## src/rtl/mem_access_unit.sv

```systemverilog
// Load/store unit between a core request port and a DATA_W-wide memory port.
// Define MAU_MISALIGN_SPLIT_EN to split boundary-crossing accesses into two beats; otherwise misaligned accesses return rsp_err.
module mem_access_unit #(
    parameter int DATA_W = 32,
    parameter int ADDR_W = 32
) (
    input  logic                clk,
    input  logic                rst,
    input  logic                req_valid,
    output logic                req_ready,
    input  logic                req_we,
    input  logic [1:0]          req_size,
    input  logic                req_unsigned,
    input  logic [ADDR_W-1:0]   req_addr,
    input  logic [DATA_W-1:0]   req_wdata,
    output logic                rsp_valid,
    input  logic                rsp_ready,
    output logic [DATA_W-1:0]   rsp_rdata,
    output logic                rsp_err,
    output logic [ADDR_W-1:0]   Address,
    output logic                MemWrite,
    output logic                MemRead,
    output logic [DATA_W-1:0]   Write_data,
    output logic [DATA_W/8-1:0] Write_strb,
    input  logic                Mem_Req_Ready,
    input  logic [DATA_W-1:0]   Read_data,
    input  logic                Read_data_Valid,
    output logic                Read_data_Ready,
    output logic [31:0]         ld_cnt,
    output logic [31:0]         st_cnt
);

    localparam int NB    = DATA_W / 8;
    localparam int OFF_W = $clog2(NB);

`ifdef MAU_MISALIGN_SPLIT_EN
    localparam bit SPLIT_EN = 1'b1;
`else
    localparam bit SPLIT_EN = 1'b0;
`endif

    typedef enum logic [2:0] {IDLE, REQ1, RDW1, REQ2, RDW2, RSP} state_e;

    function automatic int size_bytes(input logic [1:0] size);
        return 1 << size;
    endfunction

    function automatic logic crosses(input logic [1:0] size, input logic [OFF_W-1:0] off);
        return (int'(off) + size_bytes(size)) > NB;
    endfunction

    function automatic logic is_illegal(input logic [1:0] size, input logic [OFF_W-1:0] off);
        logic misaligned;
        misaligned = (int'(off) & (size_bytes(size) - 1)) != 0;
        return ((size == 2'd3) && (DATA_W == 32)) || (misaligned && !SPLIT_EN);
    endfunction

    function automatic logic [DATA_W-1:0] byte_mask(input logic [1:0] size);
        logic [DATA_W-1:0] m;
        for (int i = 0; i < NB; i++) m[8*i +: 8] = (i < size_bytes(size)) ? 8'hFF : 8'h00;
        return m;
    endfunction

    // Two beats are concatenated little-endian, shifted down by the byte offset, then extended.
    function automatic logic [DATA_W-1:0] load_extend(input logic [2*DATA_W-1:0] beats,
                                                      input logic [1:0] size, input logic uns,
                                                      input logic [OFF_W-1:0] off);
        logic [DATA_W-1:0] val;
        logic [DATA_W-1:0] mask;
        logic              sign;
        val  = DATA_W'(beats >> {off, 3'b000});
        mask = byte_mask(size);
        case (size)
            2'd0:    sign = val[7];
            2'd1:    sign = val[15];
            2'd2:    sign = val[31];
            default: sign = 1'b0;
        endcase
        return (val & mask) | ({DATA_W{sign & ~uns}} & ~mask);
    endfunction

    state_e              state_q, state_d;
    logic                we_q, we_d;
    logic [1:0]          size_q, size_d;
    logic                uns_q, uns_d;
    logic [ADDR_W-1:0]   addr_q, addr_d;
    logic [DATA_W-1:0]   wdata_q, wdata_d;
    logic                split_q, split_d;
    logic [DATA_W-1:0]   rd1_q, rd1_d;
    logic [DATA_W-1:0]   rsp_rdata_q, rsp_rdata_d;
    logic                rsp_err_q, rsp_err_d;
    logic                rsp_valid_q, rsp_valid_d;
    logic                req_ready_q, req_ready_d;
    logic                mem_read_q, mem_read_d;
    logic                mem_write_q, mem_write_d;
    logic [ADDR_W-1:0]   address_q, address_d;
    logic [DATA_W-1:0]   write_data_q, write_data_d;
    logic [NB-1:0]       write_strb_q, write_strb_d;
    logic                rd_ready_q, rd_ready_d;
    logic [31:0]         ld_cnt_q, ld_cnt_d;
    logic [31:0]         st_cnt_q, st_cnt_d;

    logic [2*DATA_W-1:0] lane_data;
    logic [2*NB-1:0]     lane_strb;
    logic [NB-1:0]       strb_base;
    logic [ADDR_W-1:0]   beat_addr;

    always_comb begin
        // NOTE: every signal gets a default first so no path leaves it unassigned (no latches).
        state_d     = state_q;
        we_d        = we_q;
        size_d      = size_q;
        uns_d       = uns_q;
        addr_d      = addr_q;
        wdata_d     = wdata_q;
        split_d     = split_q;
        rd1_d       = rd1_q;
        rsp_rdata_d = rsp_rdata_q;
        rsp_err_d   = rsp_err_q;
        ld_cnt_d    = ld_cnt_q;
        st_cnt_d    = st_cnt_q;
        case (state_q)
            IDLE: if (req_valid) begin
                we_d        = req_we;
                size_d      = req_size;
                uns_d       = req_unsigned;
                addr_d      = req_addr;
                wdata_d     = req_wdata;
                split_d     = crosses(req_size, req_addr[OFF_W-1:0]);
                rd1_d       = '0;
                rsp_rdata_d = '0;
                rsp_err_d   = is_illegal(req_size, req_addr[OFF_W-1:0]);
                state_d     = rsp_err_d ? RSP : REQ1;
            end
            REQ1: if (Mem_Req_Ready) state_d = !we_q ? RDW1 : (split_q ? REQ2 : RSP);
            RDW1: if (Read_data_Valid) begin
                rd1_d = Read_data;
                if (split_q) begin
                    state_d = REQ2;
                end else begin
                    state_d     = RSP;
                    rsp_rdata_d = load_extend({{DATA_W{1'b0}}, Read_data}, size_q, uns_q,
                                              addr_q[OFF_W-1:0]);
                end
            end
            REQ2: if (Mem_Req_Ready) state_d = we_q ? RSP : RDW2;
            RDW2: if (Read_data_Valid) begin
                state_d     = RSP;
                rsp_rdata_d = load_extend({Read_data, rd1_q}, size_q, uns_q, addr_q[OFF_W-1:0]);
            end
            RSP: if (rsp_ready) begin
                state_d     = IDLE;
                rsp_rdata_d = '0;
                rsp_err_d   = 1'b0;
                if (!rsp_err_q && we_q)  st_cnt_d = st_cnt_q + 32'd1;
                if (!rsp_err_q && !we_q) ld_cnt_d = ld_cnt_q + 32'd1;
            end
            default: state_d = IDLE;
        endcase
    end

    // Lane placement is computed from the fields as they will be after this edge.
    always_comb begin
        for (int i = 0; i < NB; i++) strb_base[i] = (i < size_bytes(size_d));
        lane_data = {{DATA_W{1'b0}}, wdata_d & byte_mask(size_d)} << {addr_d[OFF_W-1:0], 3'b000};
        lane_strb = {{NB{1'b0}}, strb_base} << addr_d[OFF_W-1:0];
        beat_addr = {addr_d[ADDR_W-1:OFF_W], {OFF_W{1'b0}}};
    end

    always_comb begin
        req_ready_d  = (state_d == IDLE);
        mem_read_d   = ((state_d == REQ1) || (state_d == REQ2)) && !we_d;
        mem_write_d  = ((state_d == REQ1) || (state_d == REQ2)) && we_d;
        rd_ready_d   = (state_d == RDW1) || (state_d == RDW2);
        rsp_valid_d  = (state_d == RSP);
        address_d    = '0;
        write_data_d = '0;
        write_strb_d = '0;
        if (state_d == REQ1) begin
            address_d = beat_addr;
            if (we_d) begin
                write_data_d = lane_data[DATA_W-1:0];
                write_strb_d = lane_strb[NB-1:0];
            end
        end else if (state_d == REQ2) begin
            address_d = beat_addr + ADDR_W'(NB);
            if (we_d) begin
                write_data_d = lane_data[2*DATA_W-1:DATA_W];
                write_strb_d = lane_strb[2*NB-1:NB];
            end
        end
    end

    // NOTE: state uses non-blocking assignments so every flop samples pre-edge values.
    always_ff @(posedge clk or negedge rst) begin
        if (!rst) begin
            state_q      <= IDLE;
            we_q         <= 1'b0;
            size_q       <= '0;
            uns_q        <= 1'b0;
            addr_q       <= '0;
            wdata_q      <= '0;
            split_q      <= 1'b0;
            rd1_q        <= '0;
            rsp_rdata_q  <= '0;
            rsp_err_q    <= 1'b0;
            rsp_valid_q  <= 1'b0;
            req_ready_q  <= 1'b1;
            mem_read_q   <= 1'b0;
            mem_write_q  <= 1'b0;
            address_q    <= '0;
            write_data_q <= '0;
            write_strb_q <= '0;
            rd_ready_q   <= 1'b0;
            ld_cnt_q     <= '0;
            st_cnt_q     <= '0;
        end else begin
            state_q      <= state_d;
            we_q         <= we_d;
            size_q       <= size_d;
            uns_q        <= uns_d;
            addr_q       <= addr_d;
            wdata_q      <= wdata_d;
            split_q      <= split_d;
            rd1_q        <= rd1_d;
            rsp_rdata_q  <= rsp_rdata_d;
            rsp_err_q    <= rsp_err_d;
            rsp_valid_q  <= rsp_valid_d;
            req_ready_q  <= req_ready_d;
            mem_read_q   <= mem_read_d;
            mem_write_q  <= mem_write_d;
            address_q    <= address_d;
            write_data_q <= write_data_d;
            write_strb_q <= write_strb_d;
            rd_ready_q   <= rd_ready_d;
            ld_cnt_q     <= ld_cnt_d;
            st_cnt_q     <= st_cnt_d;
        end
    end

    assign req_ready       = req_ready_q;
    assign rsp_valid       = rsp_valid_q;
    assign rsp_rdata       = rsp_rdata_q;
    assign rsp_err         = rsp_err_q;
    assign Address         = address_q;
    assign MemWrite        = mem_write_q;
    assign MemRead         = mem_read_q;
    assign Write_data      = write_data_q;
    assign Write_strb      = write_strb_q;
    assign Read_data_Ready = rd_ready_q;
    assign ld_cnt          = ld_cnt_q;
    assign st_cnt          = st_cnt_q;

endmodule

```

## config.mk

```make
export PLATFORM = sky130hd
export DESIGN_NAME = mem_access_unit
export DESIGN_NICKNAME = d
export VERILOG_FILES = /design/src/rtl/mem_access_unit.sv
export SDC_FILE = /design/constraint.sdc
export NUM_CORES = 1
export LEC_CHECK = 0
export ABC_CLOCK_PERIOD_IN_PS = 3100
export CORE_MARGIN = 2
export CORE_UTILIZATION = 48
export CTS_CLUSTER_SIZE = 30
export DETAILED_ROUTE_END_ITERATION = 10
export GPL_ROUTABILITY_DRIVEN = 0
export GPL_TIMING_DRIVEN = 0
export PLACE_DENSITY = 0.84
export SLEW_MARGIN = 20
export SYNTH_ARGS = -nofsm -noshare
export SYNTH_HDL_FRONTEND = slang
export SYNTH_SLANG_ARGS = --single-unit
```

## constraint.sdc

```tcl
create_clock -name clk -period 3.1 [get_ports clk]
set_input_delay 0.31 -clock clk [delete_from_list [all_inputs] [get_ports clk]]
set_output_delay 0.31 -clock clk [all_outputs]
set_load 0.01 [all_outputs]
```

# == Word-level counts from Yosys, hierarchy flattened ==
# Index checks and enable logic that the tools add are counted.
# classes
add_sub_neg,5
mul,0
div,0
magnitude_cmp,9
n_eq_ne,18
shifts,7
mux,55
bitwise_logic,12
reduce_logical,23
# op_table
operator,n
$mux 32,16
$and 32x32->32,5
$lt 3x32->1 const A,4
$pmux 32 s4,1
$shl 1x2->32 const A,3
$add 32x1->32 const B,2
$lt 1x32->1 const A,2
$lt 2x32->1 const A,2
$mux 8,8
$or 32x32->32,2
$pmux 32 s2,1
$shl 32x5->64,1
$shr 64x5->32,1
$add 3x32->32,1
$add 32x3->32 const B,1
$and 3x32->32,1
$gt 32x4->1 const B,1
$not 32->32,1
$reduce_bool 32->1,1
$shr 32x5->32,1
$sub 32x2->32 const B,1
$mux 3,9
$pmux 3 s6,1
$mux 4,4
other kinds (23),59
# word_totals
register_bits,274
latch_bits,0
mem_bits_rw,0
romBits,0
input_bits,106
out_inout_bits,170
word_cells,149
mem_count,0

# == Depth between registers and ports, before layout ==
# Gate-level depths: netlist (run 1).
# logic_depth
word_depth,11
mapped_depth,14
ltp_nobuf,9

# == Worst setup path before layout (run 1) ==
# OpenSTA, ideal clock, no wires.
# synth_path
path_kind,register -> register
startpoint,reg state_q[2]
endpoint,"reg address_q[24], in the netlist Address[24]"
setup_ns,0.138
t_arrival_ns,2.956
required_time_ns,2.962
setup_slack_ns,0.006
path_stages_with_launch,14
period_less_slack_ns,3.094
path_cell_list,dfrtp_1 -> buf_2 -> nor4b_4 -> buf_4 -> buf_4 -> buf_2 -> buf_2 -> nand2_1 -> nand2_1 -> ha_1 -> o211ai_1 -> a2111oi_4 -> and3_1 -> nor3_2
# synth_between
elab_chain_cells,5
elab_cells_between_ends,19
# synth_rtl
item,line,rtl
from (decl),82,"state_e state_q, state_d;"
from (signal assigned),218,state_q <= state_d;
$logic_not 3->1,122,case (state_q)
$mux 32,122,
net addr_d[2],86,"logic [ADDR_W-1:0] addr_q, addr_d;"
$add 32x3->32,186,address_d = beat_addr + ADDR_W'(NB);
$mux 32,185,end else if (state_d == REQ2) begin
$mux 32,179,if (state_d == REQ1) begin
net address_d[24],96,"logic [ADDR_W-1:0] address_q, address_d;"
to (signal assigned),232,address_q <= address_d;
to (decl),96,
# The timed path passes the listed nets, and every way through them passes these cells.
# A chain may end at the register's enable or synchronous reset.

# == Worst setup path after layout (run 1) ==
# layout_path
startpoint,reg addr_q[0]
endpoint,"reg rsp_rdata_q[3], in the netlist rsp_rdata[3]"
# layout_between
elab_chain_cells,11
elab_cells_between_ends,21
# layout_rtl
item,line,rtl
from (decl),86,
from (signal assigned),222,addr_q <= addr_d;
$shr 32x5->32,71,"val = DATA_W'(beats >> {off, 3'b000});"
$pmux 1 s3,73,case (size)
$mux 1,138,if (split_q) begin
$mux 1,136,RDW1: if (Read_data_Valid) begin
$mux 1,122,
$and 1x1->1,79,return (val & mask) | ({DATA_W{sign & ~uns}} & ~mask);
$and 32x32->32,79,
$or 32x32->32,79,
$mux 32,138,
$mux 32,136,
$pmux 32 s4 (*),122,
to (signal assigned),226,rsp_rdata_q <= rsp_rdata_d;
to (decl),90,"logic [DATA_W-1:0] rsp_rdata_q, rsp_rdata_d;"
# Every way passes the cells marked *; elsewhere a longest branch is shown, timed or not. The select of a mux whose other input is x is not followed.

==> results of run 1 <==
[synthesized netlist by cell type (all sizes together) (27+ instances only)]
| cell type | instances | area share, % |
|---|---|---|
| dfrtp | 271 | 48 |
| inv | 43 | 1.1 |
| and3 | 27 | 1.2 |
| nor3 | 39 | 1.6 |
| clkbuf | 44 | 1.2 |
| a21oi | 81 | 2.9 |
| buf | 53 | 2.2 |
| nand4 | 29 | 1.3 |
| mux2 | 33 | 2.6 |
| nand2 | 217 | 5.7 |
| mux2i | 69 | 4.9 |
| o21ai | 64 | 2.4 |
| nand3 | 106 | 3.7 |
| nor2 | 100 | 2.7 |
| xnor2 | 52 | 3.2 |
[area by class of cell]
class	count	area share [%]
diodes	3	0.0402
well taps	390	2.62
clock buffers	43	4.67
multi-input cells	1059	36.5
clock inverters	11	0.832
repair buffers	282	15.4
inverters	44	0.905
plain buffers	93	2.62
flip-flops and latches	272	36.5
[metrics by stage]
step / TNS [ns] / worst slack, ns / area [µm²] / hold WS (ns) / std cells
after floorplan: 0 / 0.00616 / 14200 / 0.0144 / 1472
after global placement: -2650.39 / -9.70 / 17400 / 0.453 / 2134
after detailed placement: -22.78 / -1.26 / 17500 / 0.245 / 2137
after CTS: 0 / 0.0130 / 18600 / 0.191 / 2193
after global routing: -0.00958 / -0.00958 / 18700 / 0.221 / 2195
final: 0 / 0.0763 / 18700 / 0.220 / 2197
[final timing paths]
kind | startpoint | to | slack, ns | cells past startpoint
worst max-delay path | addr_q[0] | rsp_rdata[3] | 0.08 | 6
worst min-delay path | req_size[1] | split_q | 0.22 | 3
worst max register to register | addr_q[0] | rsp_rdata[3] | 0.08 | 6
worst min register to register | ld_cnt[31] | ld_cnt[31] | 0.47 | 1
max in group asynchronous | rst | ld_cnt[6] | 1.71 | 4
min in group asynchronous | rst | Write_data[11] | 0.23 | 2
[per-layer routing]
| metal | global-route usage [%] | wire (µm) |
|---|---|---|
| met3 | 8.05 | 5660 |
| met1 | 38.8 | 17700 |
| met4 | 13.5 | 2510 |
| met2 | 45.8 | 20600 |
| met5 | 0 | 0 |
[layout by cell type (no fill, tap or decap), types with 28 or more instances in the layout]
master / synthesis / routed
sky130_fd_sc_hd__inv_1: 42 / 42
sky130_fd_sc_hd__nor2_1: 99 / 99
sky130_fd_sc_hd__nand3_1: 106 / 106
sky130_fd_sc_hd__clkdlybuf4s50_1: 0 / 271
sky130_fd_sc_hd__mux2_2: 33 / 33
sky130_fd_sc_hd__dfrtp_1: 271 / 271
sky130_fd_sc_hd__nand4_1: 28 / 28
sky130_fd_sc_hd__clkbuf_16: 0 / 31
sky130_fd_sc_hd__nand2_1: 217 / 217
sky130_fd_sc_hd__clkbuf_1: 44 / 46
sky130_fd_sc_hd__nor3_1: 32 / 32
sky130_fd_sc_hd__mux2i_1: 69 / 69
sky130_fd_sc_hd__a21oi_1: 78 / 78
sky130_fd_sc_hd__o21ai_0: 56 / 55
sky130_fd_sc_hd__xnor2_1: 52 / 52
[registers in the layout (all words and copies together) (netlist names), 2 cells and up]
register    count
state_q         3
st_cnt         32
Write_data     32
Address        30
addr_q         32
wdata_q        32
rsp_rdata      32
size_q          2
Write_strb      4
ld_cnt         32
rd1_q          32
[worst min-delay path, cell delays in order]
cell and delay (ns):
sky130_fd_sc_hd__clkbuf_1 0.18, sky130_fd_sc_hd__a21oi_1 0.18, sky130_fd_sc_hd__o21ai_0 0.08
[cell families after synthesis]
group,Yosys count,share of synthesized area [%]
AO/OA/AOI/OAI,267,12.4
XOR/XNOR,74,4.55
adder cells (fa/ha/maj),7,0.668
buffers and inverters,141,4.51
flip-flops,272,47.8
multiplexers,116,9.68
other,1,0.0264
AND/OR/NAND/NOR,593,20.3
[power breakdown]
part           switching (µW)  internal [µW]  total (µW)  leakage (µW)
clock                    1500           2200        3700      0.000500
combinational            5530           3580        9110       0.00408
sequential                704           4740        5450       0.00355
[what timing repair did]
action,CTS,global route
gates cloned,0,0
hold buffers,1,0
gates resized for setup,7,15
buffers inserted,3,3
pin swaps,3,1
endpoints found under the hold margin,51,0
setup endpoints to repair,25,31
==> results.py, run 1 <==
metrics = {
    "status": {
        "status": "finished clean",
    },
    "yosys": {
        "synth_enable_flop_cells": 0,
        "synth_area_um2": 14200,
        "yosysWarnings": 0,
        "synth.distinct_cells": 76,
        "share_of_synthesized_area_occupied_by_flip_flops_and_latches_pct": 47.8,
        "syn-instance-count": 1471,
        "synthFlopType": "sky130_fd_sc_hd__dfrtp_1",
        "flip_flop_and_latch_count_after_synthesis": 272,
        "mean_syn_cell_area_um2": 9.67,
        "postSynth.asyncResetShare_pct": 100,
    },
    "cts": {
        "root_buffer": "sky130_fd_sc_hd__clkbuf_16",
        "cts_tree": "built",
        "ctsHtreeMaxLevel": 1,
        "worst_skew_pair.late_latency_ns": 0.57,
        "cts_made_buffers": 31,
        "worst_setup_hold_path_clk_slew_ns": 0.07,
        "numClockSinks": 272,
        "maximum_clock_path_buffer_count": 3,
    },
    "floorplan": {
        "coreArea_um2": 29400,
        "die_width_um": 176,
        "initial_utilization_pct": 48.4,
        "rows": 63,
        "fp.dieArea_um2": 31000,
        "dieHeight_um": 176,
        "pin_count": 276,
    },
    "sta": {
        "final_min_period_over_clock_period_pct": 97.5,
        "post_layout_minimum_cycle_time_ns": 3.02,
        "finalSetupViolCount": 0,
        "slew_limit_headroom_pct": 36.6,
        "fin_skew_ns": 0.0198,
        "clock.fmax_ghz": 0.331,
        "slew_viol_final": 0,
        "final-hold-violation-count": 0,
        "worst_slew_pin_slew_ns": 0.952,
    },
    "job": {
        "cap_violations": 0,
    },
    "worst_setup_path": {
        "cp_top_delay_family": "buffers and inverters",
        "critPathLaunchType": "flip-flop",
        "critPathCaptureType": "flip-flop",
        "worstPathCellList": "clkbuf_1, clkbuf_1, clkbuf_1, mux4_2, a21oi_1, a21oi_1",
        "crit_path_max_incr_delay_ns": 0.59,
        "critical_path.slowest_cell": "sky130_fd_sc_hd__clkbuf_1",
        "critical_path_buf_inv_count": 3,
        "critPathMostFrequentCell": "sky130_fd_sc_hd__clkbuf_1",
        "critical_path_class": "reg2reg",
        "worst-path-max-fanout": 10,
        "critPathRequiredTime_ns": 3.53,
        "timing.critical_path.arrival_ns": 3.45,
    },
    "layout": {
        "fill_cells": 2263,
        "multi_input_area_um2": 6810,
        "areaGrowthSynthToFinish_pct": 31.1,
        "fin_util_pct": 63.5,
        "register_area_um2": 6810,
        "ratio_of_cells_with_drive_above_1_in_the_final_layout_pct": 10.5,
        "design.final.nets": 1896,
    },
    "global_routing": {
        "grt_pass1_wl_um": 72400,
        "grt_usage_pct": 29.5,
        "maximum_number_of_pins_on_one_net_before_global_route_repair": 90,
        "grt_antenna_before_repair": 3,
        "global_route.overflow_total": 0,
        "grt_pass1_vias": 13200,
    },
    "pwr": {
        "pwr_density_cell_nw_per_um2": 978,
        "p_leak_uw": 0.00813,
        "vdd.ir_drop.worst_v": 0.000628,
        "post-layout-total-power_uw": 18300,
    },
    "detailed_routing": {
        "detail_route.wirelength_um": 46500,
        "drt_pass1_iterations": 7,
        "detail_route.iter0.violations": 1806,
        "antenna_viol_nets_final": 0,
        "route.detailed.drc": 0,
        "avgViaCountPerCell": 6.13,
        "route.detailed.wl_per_inst_um": 21.2,
        "route.vias.total": 13500,
    },
    "worst_hold_path": {
        "hold_path.class": "in2reg",
    },
    "place": {
        "number_of_port_buffers": 272,
        "hpwlAfterDp_um": 33400,
    },
}
No activity file was read; power rests on OpenSTA's default activity.
==> run 2, diff against run 1 <==
Settings changed: CORE_UTILIZATION 48 to 55, DONT_BUFFER_PORTS set to 1, PLACE_DENSITY 0.84 to 0.79, SKIP_CTS_REPAIR_TIMING set to 1.
==> run 2 against run 1 <==
Compared with the run above:
- highest routed layer unchanged
- clock skew is 0.0018 ns lower
- flip-flop and latch count stayed put
- die area is 12% lower
- worst setup slack worse by 0.069 ns
- the run now ends with hold timing left
- via count is 4.8% lower
- worst hold slack worse by 0.75 ns
- combinational power is 18% lower
- utilization is 1.8 points higher
- final cell count is 11% lower
==> results.py, run 2 (same netlist as run 1, synthesis figures left out) <==
metrics = {
    "global_routing": {
        "grt_pass1_wl_um": 65500,
        "global_route.overflow_total": 0,
        "grt_pass1_vias": 11900,
        "maximum_number_of_pins_on_one_net_before_global_route_repair": 273,
        "grt_antenna_before_repair": 2,
        "grt_usage_pct": 30.8,
    },
    "status": {
        "status": "complete, but fails checks",
        "failed_checks": "hold timing",
    },
    "layout": {
        "design.final.nets": 1704,
        "ratio_of_cells_with_drive_above_1_in_the_final_layout_pct": 11.8,
        "areaGrowthSynthToFinish_pct": 16.1,
        "most-common-layout-cells": "271 x sky130_fd_sc_hd__dfrtp_1, 215 x sky130_fd_sc_hd__nand2_1, 106 x sky130_fd_sc_hd__nand3_1, 99 x sky130_fd_sc_hd__nor2_1, 82 x sky130_fd_sc_hd__dlygate4sd3_1",
        "fin_util_pct": 65.2,
        "layout_commonest_cell": "sky130_fd_sc_hd__dfrtp_1",
        "final_design_area_no_fill_um2": 16500,
    },
    "sta": {
        "worst_slew_pin_slew_ns": 0.735,
        "timing.final.ws_setup_ns": 0.00757,
        "post_layout_minimum_cycle_time_ns": 3.09,
        "clock.fmax_ghz": 0.323,
        "worst_hold_slack_ns": -0.532,
        "finalSetupViolCount": 0,
        "fin_skew_ns": 0.0180,
        "slew_viol_final": 0,
        "final_min_period_over_clock_period_pct": 99.8,
        "slew_limit_headroom_pct": 51.0,
        "final-hold-violation-count": 275,
    },
    "cts": {
        "numClockSinks": 272,
        "ctsHtreeMaxLevel": 1,
        "maximum_clock_path_buffer_count": 3,
        "root_buffer": "sky130_fd_sc_hd__clkbuf_16",
        "worst_skew_pair.late_latency_ns": 0.55,
        "cts_made_buffers": 29,
        "worst_setup_hold_path_clk_slew_ns": 0.07,
        "cts_tree": "built",
    },
    "worst_setup_path": {
        "critPathCaptureType": "flip-flop",
        "critPathLaunchType": "flip-flop",
        "critical_path_class": "reg2reg",
        "timing.critical_path.arrival_ns": 3.50,
        "critPathRequiredTime_ns": 3.51,
        "worst-path-max-fanout": 10,
    },
    "floorplan": {
        "dieHeight_um": 165,
        "pin_count": 276,
        "coreArea_um2": 25300,
        "fp.dieArea_um2": 27200,
        "die_width_um": 165,
        "initial_utilization_pct": 56.2,
        "rows": 58,
    },
    "detailed_routing": {
        "avgViaCountPerCell": 6.59,
        "detail_route.iter0.violations": 1797,
        "route.detailed.wl_per_inst_um": 23.3,
        "route.detailed.drc": 0,
        "drt_pass1_iterations": 8,
        "detail_route.wirelength_um": 45400,
        "route.vias.total": 12800,
        "antenna_viol_nets_final": 0,
    },
    "place": {
        "placed_area_um2": 14600,
        "number_of_port_buffers": 0,
        "hpwlAfterDp_um": 30900,
        "dp_slack_ns": -1.04,
    },
    "pwr": {
        "p_leak_uw": 0.00739,
        "pwr_density_cell_nw_per_um2": 1020,
        "vdd.ir_drop.worst_v": 0.000649,
        "post-layout-total-power_uw": 16800,
    },
    "worst_hold_path": {
        "hold_path.class": "in2async",
    },
    "job": {
        "cap_violations": 0,
    },
}
-- run 2: cell types whose count changed in the layout (fill, tap and decap cells not counted), sizes merged --
cell           change
clkinvlp           -1
clkbuf             -3
dlygate4sd3       +81
diode              -1
bufinv             -1
clkdlybuf4s50    -271
clkinv             +4
-- run 2: per-layer routing --
| layer | part of all wire (%) | wire length, µm | track usage, % |
|---|---|---|---|
| met3 | 13 | 5800 | 9.92 |
| met4 | 5.4 | 2470 | 11.9 |
| met1 | 37 | 16800 | 39.4 |
| met2 | 45 | 20300 | 48.8 |
| met5 | 0 | 0 | 0 |
-- run 2: power by group --
group	switching (µW)	leakage, µW	internal, µW
logic	4830	0.00338	2680
clock network	1420	0.000467	1990
registers	1110	0.00355	4750
total	7370	0.00739	9410
-- run 2: final cells by class --
type | count | area, µm²
diodes | 2 | 5.00
repair buffers | 90 | 881
flip-flops and latches | 272 | 6810
clock inverters | 13 | 126
well taps | 330 | 413
plain buffers | 95 | 504
clock buffers | 40 | 807
inverters | 44 | 169
multi-input cells | 1059 | 6810
fillers | 1951 | 8810
-- run 2: path summary, 6_finish.rpt --
kind / from / depth (start not counted) / slack (ns) / endpoint
worst max-delay path: addr_q[0] / 7 / 0.008 / rsp_rdata[5]
worst min-delay path: rst / 0 / -0.53 / rsp_rdata[30]
worst max register to register: addr_q[0] / 7 / 0.008 / rsp_rdata[5]
worst min register to register: wdata_q[15] / 2 / 0.48 / wdata_q[15]
max in group asynchronous: rst / 0 / 3.32 / req_ready
min in group clk: req_addr[29] / 2 / -0.03 / addr_q[29]
-- run 2: worst max-delay path, cell delays in order, from the launching register on --
cell and delay, ns:
sky130_fd_sc_hd__dfrtp_1 0.46, sky130_fd_sc_hd__clkbuf_1 0.48, sky130_fd_sc_hd__clkbuf_1 0.53, sky130_fd_sc_hd__clkbuf_1 0.58
sky130_fd_sc_hd__mux2i_1 0.36, sky130_fd_sc_hd__o22ai_1 0.16, sky130_fd_sc_hd__o211ai_1 0.25, sky130_fd_sc_hd__o21ai_0 0.13
-- run 2: per-stage QoR --
stage                     hold slack, ns  instances  setup TNS [ns]
after floorplan                   0.0144       1472               0
after global placement            0.0264       1802          -10.59
after detailed placement          0.0249       1802          -10.91
after CTS                         -0.545       1855          -11.11
after global routing              -0.547       1945        -0.00854
final                             -0.532       1945               0
